<file path="src/rtl/adder_pkg.sv">
// rtl/adder_pkg.sv - shared defaults and op encoding for the pipelined adder
package adder_pkg;
  localparam int   DEF_WIDTH  = 32;
  localparam int   DEF_STAGES = 4;
  localparam logic OP_ADD     = 1'b0;
  localparam logic OP_SUB     = 1'b1;
endpackage

</file>
<file path="src/rtl/adder_pipe_nbit_if.sv">
// rtl/adder_pipe_nbit_if.sv - operand/result handshake bundle; Ovf exists only with ADDER_PIPE_OVF_EN
interface adder_pipe_nbit_if
  import adder_pkg::*;
#(
  parameter int WIDTH = DEF_WIDTH
);
  logic             in_valid;
  logic             in_ready;
  logic [WIDTH-1:0] A;
  logic [WIDTH-1:0] B;
  logic             Cin;
  logic             op_sub;
  logic             out_valid;
  logic             out_ready;
  logic [WIDTH-1:0] Sum;
  logic             Cout;
`ifdef ADDER_PIPE_OVF_EN
  logic             Ovf;
`endif

  modport master (
    output in_valid, A, B, Cin, op_sub, out_ready,
    input  in_ready, out_valid, Sum, Cout
`ifdef ADDER_PIPE_OVF_EN
    , input Ovf
`endif
  );

  modport slave (
    input  in_valid, A, B, Cin, op_sub, out_ready,
    output in_ready, out_valid, Sum, Cout
`ifdef ADDER_PIPE_OVF_EN
    , output Ovf
`endif
  );
endinterface

</file>
<file path="src/rtl/adder_chunk.sv">
// rtl/adder_chunk.sv - combinational CHUNK-bit ripple slice; c_msb port only with ADDER_PIPE_OVF_EN
module adder_chunk #(
  parameter int CHUNK = 8
) (
  input  logic [CHUNK-1:0] a,
  input  logic [CHUNK-1:0] b,
  input  logic             cin,
  output logic [CHUNK-1:0] sum,
  output logic             cout
`ifdef ADDER_PIPE_OVF_EN
  , output logic           c_msb
`endif
);
  logic [CHUNK:0] c;

  always_comb begin
    c    = '0;
    sum  = '0;
    c[0] = cin;
    for (int i = 0; i < CHUNK; i++) begin
      sum[i]  = a[i] ^ b[i] ^ c[i];
      c[i+1]  = (a[i] & b[i]) | (c[i] & (a[i] ^ b[i]));
    end
  end

  assign cout = c[CHUNK];
`ifdef ADDER_PIPE_OVF_EN
  assign c_msb = c[CHUNK-1];
`endif
endmodule

</file>
<file path="src/rtl/adder_pipe_nbit.sv">
// rtl/adder_pipe_nbit.sv - pipelined WIDTH-bit add/sub, STAGES carry slices; optional Ovf via ADDER_PIPE_OVF_EN
module adder_pipe_nbit
  import adder_pkg::*;
#(
  parameter int WIDTH  = DEF_WIDTH,
  parameter int STAGES = DEF_STAGES
) (
  input logic             clk,
  input logic             rst_n,
  adder_pipe_nbit_if.slave bus
);
  localparam int CHUNK = WIDTH / STAGES;

  logic              adv;
  logic [WIDTH-1:0]  b_eff;
  logic              cin0;

  // word_q[k] is a right-shifting skew line: the low bits still hold unconsumed
  // A slices while finished sum slices are inserted at the top, so after the
  // last stage it holds the aligned Sum.
  logic [WIDTH-1:0]  word_q [STAGES];
  logic [WIDTH-1:0]  b_q    [STAGES];
  logic [WIDTH-1:0]  a_in   [STAGES];
  logic [WIDTH-1:0]  b_in   [STAGES];
  logic [WIDTH-1:0]  word_d [STAGES];
  logic [WIDTH-1:0]  b_d    [STAGES];
  logic [CHUNK-1:0]  s_chunk [STAGES];
  logic [STAGES-1:0] c_in;
  logic [STAGES-1:0] v_in;
  logic [STAGES-1:0] c_out;
  logic [STAGES-1:0] cy_q;
  logic [STAGES-1:0] vld_q;
`ifdef ADDER_PIPE_OVF_EN
  logic [STAGES-1:0] c_msb;
  logic              ovf_q;
`endif

  assign adv          = ~vld_q[STAGES-1] | bus.out_ready;
  assign bus.in_ready = adv;
  assign b_eff        = (bus.op_sub == OP_SUB) ? ~bus.B : bus.B;
  assign cin0         = (bus.op_sub == OP_SUB) ? 1'b1 : bus.Cin;

  for (genvar k = 0; k < STAGES; k++) begin : g_stage
    if (k == 0) begin : g_head
      assign a_in[k] = bus.A;
      assign b_in[k] = b_eff;
      assign c_in[k] = cin0;
      assign v_in[k] = bus.in_valid;
    end else begin : g_tail
      assign a_in[k] = word_q[k-1];
      assign b_in[k] = b_q[k-1];
      assign c_in[k] = cy_q[k-1];
      assign v_in[k] = vld_q[k-1];
    end

    adder_chunk #(.CHUNK(CHUNK)) u_chunk (
      .a    (a_in[k][CHUNK-1:0]),
      .b    (b_in[k][CHUNK-1:0]),
      .cin  (c_in[k]),
      .sum  (s_chunk[k]),
      .cout (c_out[k])
`ifdef ADDER_PIPE_OVF_EN
      , .c_msb(c_msb[k])
`endif
    );

    assign word_d[k] = (a_in[k] >> CHUNK) | (WIDTH'(s_chunk[k]) << (WIDTH - CHUNK));
    assign b_d[k]    = b_in[k] >> CHUNK;
  end

  always_ff @(posedge clk or negedge rst_n) begin
    if (!rst_n) begin
      for (int k = 0; k < STAGES; k++) begin
        word_q[k] <= '0;
        b_q[k]    <= '0;
      end
      cy_q  <= '0;
      vld_q <= '0;
    end else if (adv) begin
      for (int k = 0; k < STAGES; k++) begin
        word_q[k] <= word_d[k];
        b_q[k]    <= b_d[k];
      end
      cy_q  <= c_out;
      vld_q <= v_in;
    end
  end

  assign bus.out_valid = vld_q[STAGES-1];
  assign bus.Sum       = word_q[STAGES-1];
  assign bus.Cout      = cy_q[STAGES-1];

`ifdef ADDER_PIPE_OVF_EN
  always_ff @(posedge clk or negedge rst_n) begin
    if (!rst_n) begin
      ovf_q <= 1'b0;
    end else if (adv) begin
      ovf_q <= c_msb[STAGES-1] ^ c_out[STAGES-1];
    end
  end

  assign bus.Ovf = ovf_q;
`endif
endmodule
</file>
<file path="src/flat_wrapper.sv">
// flat-port wrapper written by rule: the top's interface ports become plain ports
module adder_pipe_nbit_flat import adder_pkg::*;
#(
  parameter int WIDTH  = DEF_WIDTH,
  parameter int STAGES = DEF_STAGES
)
  (clk, rst_n, bus_in_valid, bus_A, bus_B, bus_Cin, bus_op_sub, bus_out_ready, bus_in_ready, bus_out_valid, bus_Sum, bus_Cout);
  adder_pipe_nbit_if #(.WIDTH(WIDTH)) bus_i ();
  input logic clk;
  input logic rst_n;
  input wire logic [$bits(bus_i.in_valid)-1:0] bus_in_valid;
  input wire logic [$bits(bus_i.A)-1:0] bus_A;
  input wire logic [$bits(bus_i.B)-1:0] bus_B;
  input wire logic [$bits(bus_i.Cin)-1:0] bus_Cin;
  input wire logic [$bits(bus_i.op_sub)-1:0] bus_op_sub;
  input wire logic [$bits(bus_i.out_ready)-1:0] bus_out_ready;
  output wire logic [$bits(bus_i.in_ready)-1:0] bus_in_ready;
  output wire logic [$bits(bus_i.out_valid)-1:0] bus_out_valid;
  output wire logic [$bits(bus_i.Sum)-1:0] bus_Sum;
  output wire logic [$bits(bus_i.Cout)-1:0] bus_Cout;
  assign bus_i.in_valid = bus_in_valid;
  assign bus_i.A = bus_A;
  assign bus_i.B = bus_B;
  assign bus_i.Cin = bus_Cin;
  assign bus_i.op_sub = bus_op_sub;
  assign bus_i.out_ready = bus_out_ready;
  assign bus_in_ready = bus_i.in_ready;
  assign bus_out_valid = bus_i.out_valid;
  assign bus_Sum = bus_i.Sum;
  assign bus_Cout = bus_i.Cout;
  adder_pipe_nbit #(.WIDTH(WIDTH), .STAGES(STAGES)) u_core (.clk(clk), .rst_n(rst_n), .bus(bus_i));
endmodule
</file>
<file path="config.mk">
export PLATFORM = sky130hd
export DESIGN_NAME = adder_pipe_nbit_flat
export DESIGN_NICKNAME = d
export VERILOG_FILES = /design/src/rtl/adder_pkg.sv /design/src/rtl/adder_pipe_nbit_if.sv /design/src/rtl/adder_chunk.sv /design/src/rtl/adder_pipe_nbit.sv /design/src/flat_wrapper.sv
export SDC_FILE = /design/constraint.sdc
export NUM_CORES = 1
export LEC_CHECK = 0
export CORE_MARGIN = 2
export CORE_UTILIZATION = 30
export CTS_CLUSTER_DIAMETER = 80
export DETAILED_ROUTE_END_ITERATION = 8
export PLACE_DENSITY = 0.57
export SYNTH_ARGS = -nofsm -noshare
export SYNTH_HDL_FRONTEND = slang
export SYNTH_SLANG_ARGS = --single-unit
</file>
<file path="constraint.sdc">
create_clock -name clk -period 3.7 [get_ports clk]
set_clock_uncertainty 0.15 [all_clocks]
set_input_delay 0.37 -clock clk [delete_from_list [all_inputs] [get_ports clk]]
set_output_delay 0.37 -clock clk [all_outputs]
set_load 0.02 [all_outputs]
</file>
==> results of run 1 <==
## cells by family (layout without fill, tap and decap cells)
group / count (synthesis) / in the layout / synth area share
XOR/XNOR: 32 / 32 / 0.03314
multiplexers: 168 / 168 / 0.2811
AO/OA/AOI/OAI: 15 / 15 / 0.008876
flip-flops: 184 / 184 / 0.5444
AND/OR/NAND/NOR: 18 / 18 / 0.01524
buffers and inverters: 57 / 181 / 0.04157
adder cells (fa/ha/maj): 32 / 32 / 0.07574
## state kept, by name, summed over array words and instances, names as in the netlist
name            count
u_core.vld_q        4
u_core.cy_q         4
u_core.a_in        96
u_core.b_in        24
u_core.bus.Sum     32
u_core.b_d         24
## power by group
group	total (mW)	switching [mW]	leakage [nW]	internal, mW
Clock	1.80	0.870	0.288	0.933
Sequential	3.51	0.581	2.13	2.93
Combinational	3.62	1.33	2.34	2.29
Total	8.93	2.78	4.75	6.15
## path summary, 6_finish.rpt
kind / startpoint / to / slack (ps) / cells after the start
worst max register to register: u_core.a_in[0] / u_core.bus.Sum[31] / 30 / 12
worst max-delay path: u_core.a_in[0] / u_core.bus.Sum[31] / 30 / 12
min in group asynchronous: rst_n / u_core.bus.Sum[13] / 440 / 2
worst min register to register: u_core.vld_q[2] / u_core.vld_q[3] / 350 / 1
max in group asynchronous: rst_n / u_core.a_in[33] / 2070 / 3
worst min-delay path: bus_B[0] / u_core.a_in[88] / 290 / 4
## cell type report
cell class,count,share of cell area
flip-flops and latches,184,0.4353
well taps,378,0.04472
inverters,30,0.01065
multi-input cells,265,0.3406
clock inverters,13,0.01183
clock buffers,19,0.04282
repair buffers,119,0.1140
## synthesized netlist by cell type (all sizes together)
| cell | number |
|---|---|
| inv | 30 |
| xnor2 | 8 |
| clkbuf | 2 |
| xor2 | 24 |
| nor3b | 15 |
| a21oi | 15 |
| nand2b | 2 |
| mux2 | 166 |
| buf | 25 |
| dfrtp | 184 |
| mux2i | 2 |
| fa | 32 |
| nor2 | 1 |
## layer usage
| metal | global-route usage | part of all wire |
|---|---|---|
| met1 | 0.1517 | 0.49 |
| met2 | 0.1666 | 0.47 |
| met3 | 0.02792 | 0.034 |
| met4 | 0.03069 | 0.0084 |
| met5 | 0 | 0 |
## worst reg2reg max path, stage by stage (launching register included)
cell and delay (ps):
dfrtp_1 400, fa_2 390, inv_2 60, fa_1 180, inv_2 40, fa_2 360
fa_2 350, fa_2 370, fa_2 370, fa_2 340, inv_2 70, fa_1 390
a21oi_2 120
## timing repair
item                       4_1_cts  5_1_grt
hold buffers                     1        0
setup endpoints to repair        5        4
buffers inserted                 2        0
pin swaps                       31       14
hold endpoints to repair       100        0
gates cloned                     0        0
gates resized for setup         39        2
## cell usage in the layout, fill, tap and decap left out
cell             instances
clkinv_8                 1
inv_1                   18
mux2i_1                  2
nor3b_1                 15
clkdlybuf4s15_1          1
fa_1                     5
clkbuf_8                 3
buf_6                    1
clkdlybuf4s50_1         98
xor2_1                  24
inv_6                    6
mux2_2                  36
clkinv_2                 1
a21oi_1                 14
xnor2_1                  7
nand2b_1                 1
buf_12                   4
xnor2_4                  1
inv_8                    3
fa_2                    27
buf_4                   11
dlygate4sd3_1            1
inv_2                   12
a21oi_2                  1
dlygate4sd2_1            2
dfrtp_1                184
nor2_2                   1
clkbuf_16               17
mux2_4                 130
clkinv_4                 2
nand2b_4                 1
## through the flow
stage | utilization | setup TNS, ps | power, mW | hold WS, ps | cells
CTS | 0.3806 | -295.4 | 9.104 | 279.4 | 1008
floorplan | - | -419.7 | 6.110 | -75.59 | 506
global placement | 0.3566 | -1660 | 7.064 | 338.9 | 973
global route | 0.3807 | -154.4 | 9.566 | 283.7 | 1008
finish | 0.3807 | 0 | 8.932 | 294.1 | 1008
detailed placement | 0.3566 | -1868 | 7.167 | 341.4 | 973
==> metrics.yaml, run 1 <==
detailed_routing:
  ant_nets: 0
  dr_total_vias: 4143
  viasPerCell: 4.110
  dr.first_iter.drc_count: 223
  wl_per_cell_um: 15.02
  first_pass_iters: 4
  wirelength_mm: 15.14
  drc: 0
sta:
  timing.final.crit_share: 0.9915
  layout_min_cycle_time_ps: 3668
  rsz0062_at_grt: "true"
  max_freq_mhz: 272.6
  final-hold-violation-count: 0
  setup_viol: 0
  setup_slack_ps: 31.59
  relSlewSlack: 0.4256
  slew_violations: 0
  tightest_slew_ps: 861.6
critical_path:
  crit_slowest_cell: "dfrtp_1"
  critical_path.max_stage_delay_ps: 400
  cp_cell_sequence: "fa_2 -> inv_2 -> fa_1 -> inv_2 -> fa_2 -> fa_2 -> fa_2 -> fa_2 -> fa_2 -> inv_2 -> fa_1 -> a21oi_2"
  cp.arrival_ps: 3870
  path_buf_inv: 3
  setup.worst_path.start_class: "flop"
  cp.required_ps: 3900
  crit_top_cell: "fa_2"
  critPathKind: "flop to flop"
  path_delay_family: "adder cells"
  path_max_fanout: 2
  critPathCaptureType: "flop"
floorplanning:
  die_h_um: 171.9
  rows: 61
  die-area_mm2: 0.02955
  core_mm2: 0.02778
  io_pins: 105
  initial_utilization: 0.3044
  die-width_um: 171.9
finish:
  nets: 719
  insertedDiodeCount: 0
  seqCellArea_mm2: 0.004604
  layout-drive-gt1-share: 0.4095
  area_growth_pct: 25.04
  multi_input_area_mm2: 0.003602
  fillers: 2629
  final_area_mm2: 0.01058
power_and_ir_drop:
  power.density_mw_per_mm2: 844.6
  peakVddDrop_v: 0.0003422
  p_leak_nw: 4.754
cts:
  cts_root_buf: "clkbuf_16"
  clk-insertion-delay-late_ps: 420
  cts.clk_slew.worst_paths_ps: 80
  tritoncts: "built"
  cts_buffer_depth: 2
  numCtsBuffers: 17
  htree_levels: 4
  clock_sinks: 184
yosys:
  synth_seq_area_share: 0.5444
  synthTopCellsByArea: "dfrtp_1 (54%), mux2_4 (23%), fa_1 (7.6%), mux2_2 (4.8%), xor2_1 (2.5%)"
  syn_area_mm2: 0.008458
  ys_types: 15
  ys_ff_latch: 184
  synth_fp_nets: 608
  synth_top_area_frac: 0.5444
  yosysWarnings: 0
  syn_inst: 506
  synth_largest_area_cell: "dfrtp_1"
  syn_avg_cell_area_um2: 16.72
place:
  dp_hpwl_mm: 9.659
  placed_cell_area_mm2: 0.009907
  pre_cts_ws_ps: -753.2
  routabilityCongestion: 0.7087
  port_buffers: 104
global_routing:
  grt_first_pass_wirelength_mm: 24.72
  grt_max_degree: 103
  grt_overflow_total: 0
  grt_pass1_vias: 4573
  gr-usage-all-layers: 0.1084
  grt_antenna_before_repair: 0
run_status:
  status: "complete, no violations"
run:
  maxCapViolations: 0
min_path:
  hold_class: "input port to flop"
(Power assumes the default switching activity.)
==> run 2, diff against run 1 <==
Settings changed: CELL_PAD_IN_SITES_DETAIL_PLACEMENT set to 1, CELL_PAD_IN_SITES_GLOBAL_PLACEMENT set to 2, PLACE_DENSITY 0.57 to 0.71.
==> run 2 against run 1 <==
Against the previous run:
- the flow now finishes with violations (setup timing)
- clock-buffer cell count decreased by 2
- sequential share of layout area decreased by 0.14 points
- first-iteration DRC count is 13% higher
- routed wire length increased by 4.2%
- sequential power about the same
- clock power grew 3%
- cell area increased by 0.33%
- global-route usage is 0.53 points higher
- die area unchanged
- maximum frequency shrank 0.86%
- final cell count is the same
- register-to-register slack worse by 30 ps
==> metrics.yaml, run 2 (synthesis results as in run 1) <==
power_and_ir_drop:
  p_leak_nw: 4.773
  power_frac_seq: 0.392
  netSwitchingPower_mw: 2.822
  power_frac_clock: 0.206
  peakVddDrop_v: 0.0002738
  swShare: 0.3130
  pwr-share-comb: 0.402
  power.density_mw_per_mm2: 849.8
  power.internal_mw: 6.195
  p_total_mw: 9.018
run_status:
  violations: "setup timing"
  status: "complete, but fails checks"
finish:
  layout_commonest_cell: "dfrtp_1"
  fillers: 2845
  largest_reg_flops: 96
  insertedDiodeCount: 0
  area_growth_pct: 25.46
  layout-drive-gt1-share: 0.4095
  seqCellArea_mm2: 0.004604
  final_area_mm2: 0.01061
  nets: 719
  most-common-layout-cells: "dfrtp_1 (184), mux2_4 (130), clkdlybuf4s50_1 (98)"
  multi_input_area_mm2: 0.003607
sta:
  layout_min_cycle_time_ps: 3700
  setup_slack_ps: -0.1159
  relSlewSlack: 0.3573
  setup_viol: 1
  max_freq_mhz: 270.3
  timing.final.crit_share: 1.000
  fin_hold_ws_ps: 298.4
  slew_violations: 0
  final-hold-violation-count: 0
  rsz0062_at_grt: "true"
  tightest_slew_ps: 964.0
global_routing:
  grt_overflow_total: 0
  grt_max_degree: 121
  grt_antenna_before_repair: 0
  grt_pass1_vias: 4918
  gr-usage-all-layers: 0.1138
  grt_first_pass_wirelength_mm: 26.20
cts:
  cts.clk_slew.worst_paths_ps: 70
  clock_sinks: 184
  clk-insertion-delay-late_ps: 430
  numCtsBuffers: 17
  cts_root_buf: "clkbuf_16"
  tritoncts: "built"
  cts_buffer_depth: 2
  htree_levels: 4
detailed_routing:
  wl_per_cell_um: 15.65
  first_pass_iters: 4
  wirelength_mm: 15.78
  drc: 0
  dr.first_iter.drc_count: 251
  dr_total_vias: 4231
  ant_nets: 0
  viasPerCell: 4.197
floorplanning:
  die_h_um: 171.9
  core_mm2: 0.02778
  die-area_mm2: 0.02955
  io_pins: 105
  initial_utilization: 0.3044
  rows: 61
  die-width_um: 171.9
critical_path:
  setup.worst_path.start_class: "flop"
  cp.required_ps: 3900
  critPathCaptureType: "flop"
  path_max_fanout: 2
  critPathKind: "flop to flop"
  cp.arrival_ps: 3900
place:
  routabilityCongestion: 0.7437
  dp_hpwl_mm: 10.47
  pre_cts_ws_ps: -768.8
  placed_cell_area_mm2: 0.009899
  port_buffers: 104
min_path:
  hold_class: "input port to flop"
run:
  maxCapViolations: 0
run 2: final timing paths:
| kind | depth (start not counted) | slack (ps) | startpoint | endpoint |
|---|---|---|---|---|
| worst max-delay path | 12 | -0.1 | u_core.a_in[0] | u_core.bus.Sum[31] |
| worst min-delay path | 4 | 300 | bus_B[0] | u_core.a_in[88] |
| worst max register to register | 12 | -0.1 | u_core.a_in[0] | u_core.bus.Sum[31] |
| worst min register to register | 1 | 330 | u_core.vld_q[2] | u_core.vld_q[3] |
| max in group asynchronous | 3 | 2020 | rst_n | u_core.bus.Sum[20] |
| min in group asynchronous | 2 | 520 | rst_n | u_core.bus.Sum[13] |
run 2: worst max-delay path, cell delays in order (launching register included):
cell and delay [ps]:
dfrtp_1 410, fa_2 390, inv_2 70, fa_1 160, inv_1 60, fa_2 370, fa_2 350, fa_2 370
fa_2 370, fa_2 350, inv_2 70, fa_1 380, a21oi_1 130
run 2: metrics by stage:
stage | setup TNS, ps | std cells | utilization
finish | -0.1159 | 1008 | 0.3820
global route | -183.5 | 1008 | 0.3820
CTS | -345.7 | 1008 | 0.3817
detailed placement | -1954 | 972 | 0.3563
global placement | -1645 | 972 | 0.3563
floorplan | -419.7 | 506 | -
run 2: cell type report:
cell class | instances | area share
Multi-Input combinational cell | 265 | 0.3399
Timing Repair Buffer | 119 | 0.1140
Sequential cell | 184 | 0.4339
Inverter | 30 | 0.01061
Clock buffer | 17 | 0.04009
Tap cell | 378 | 0.04457
Clock inverter | 15 | 0.01686
run 2: power by group through the flow:
stage / registers [mW] / logic (mW) / clock network [mW]
2_1_floorplan: 3.61 / 2.50 / 0
5_1_grt: 3.68 / 3.95 / 2.02
6_report: 3.54 / 3.62 / 1.86
3_3_place_gp: 3.54 / 3.51 / 0
4_1_cts: 3.56 / 3.72 / 1.93
3_5_place_dp: 3.59 / 3.63 / 0
run 2: metal layers:
layer,wire [um],global-route usage,up-vias
met3,500,0.02747,9
li1,-,-,1918
met5,0,0,-
met2,7633,0.1844,62
met1,7500,0.1538,2242
met4,142,0.02850,0
run 2: timing repair:
item,4_1_cts,5_1_grt
hold endpoints to repair,40,0
endpoints found under the setup margin,6,4
hold buffers,1,0
buffers inserted,3,0
pin swaps,29,18
resized for setup,39,2
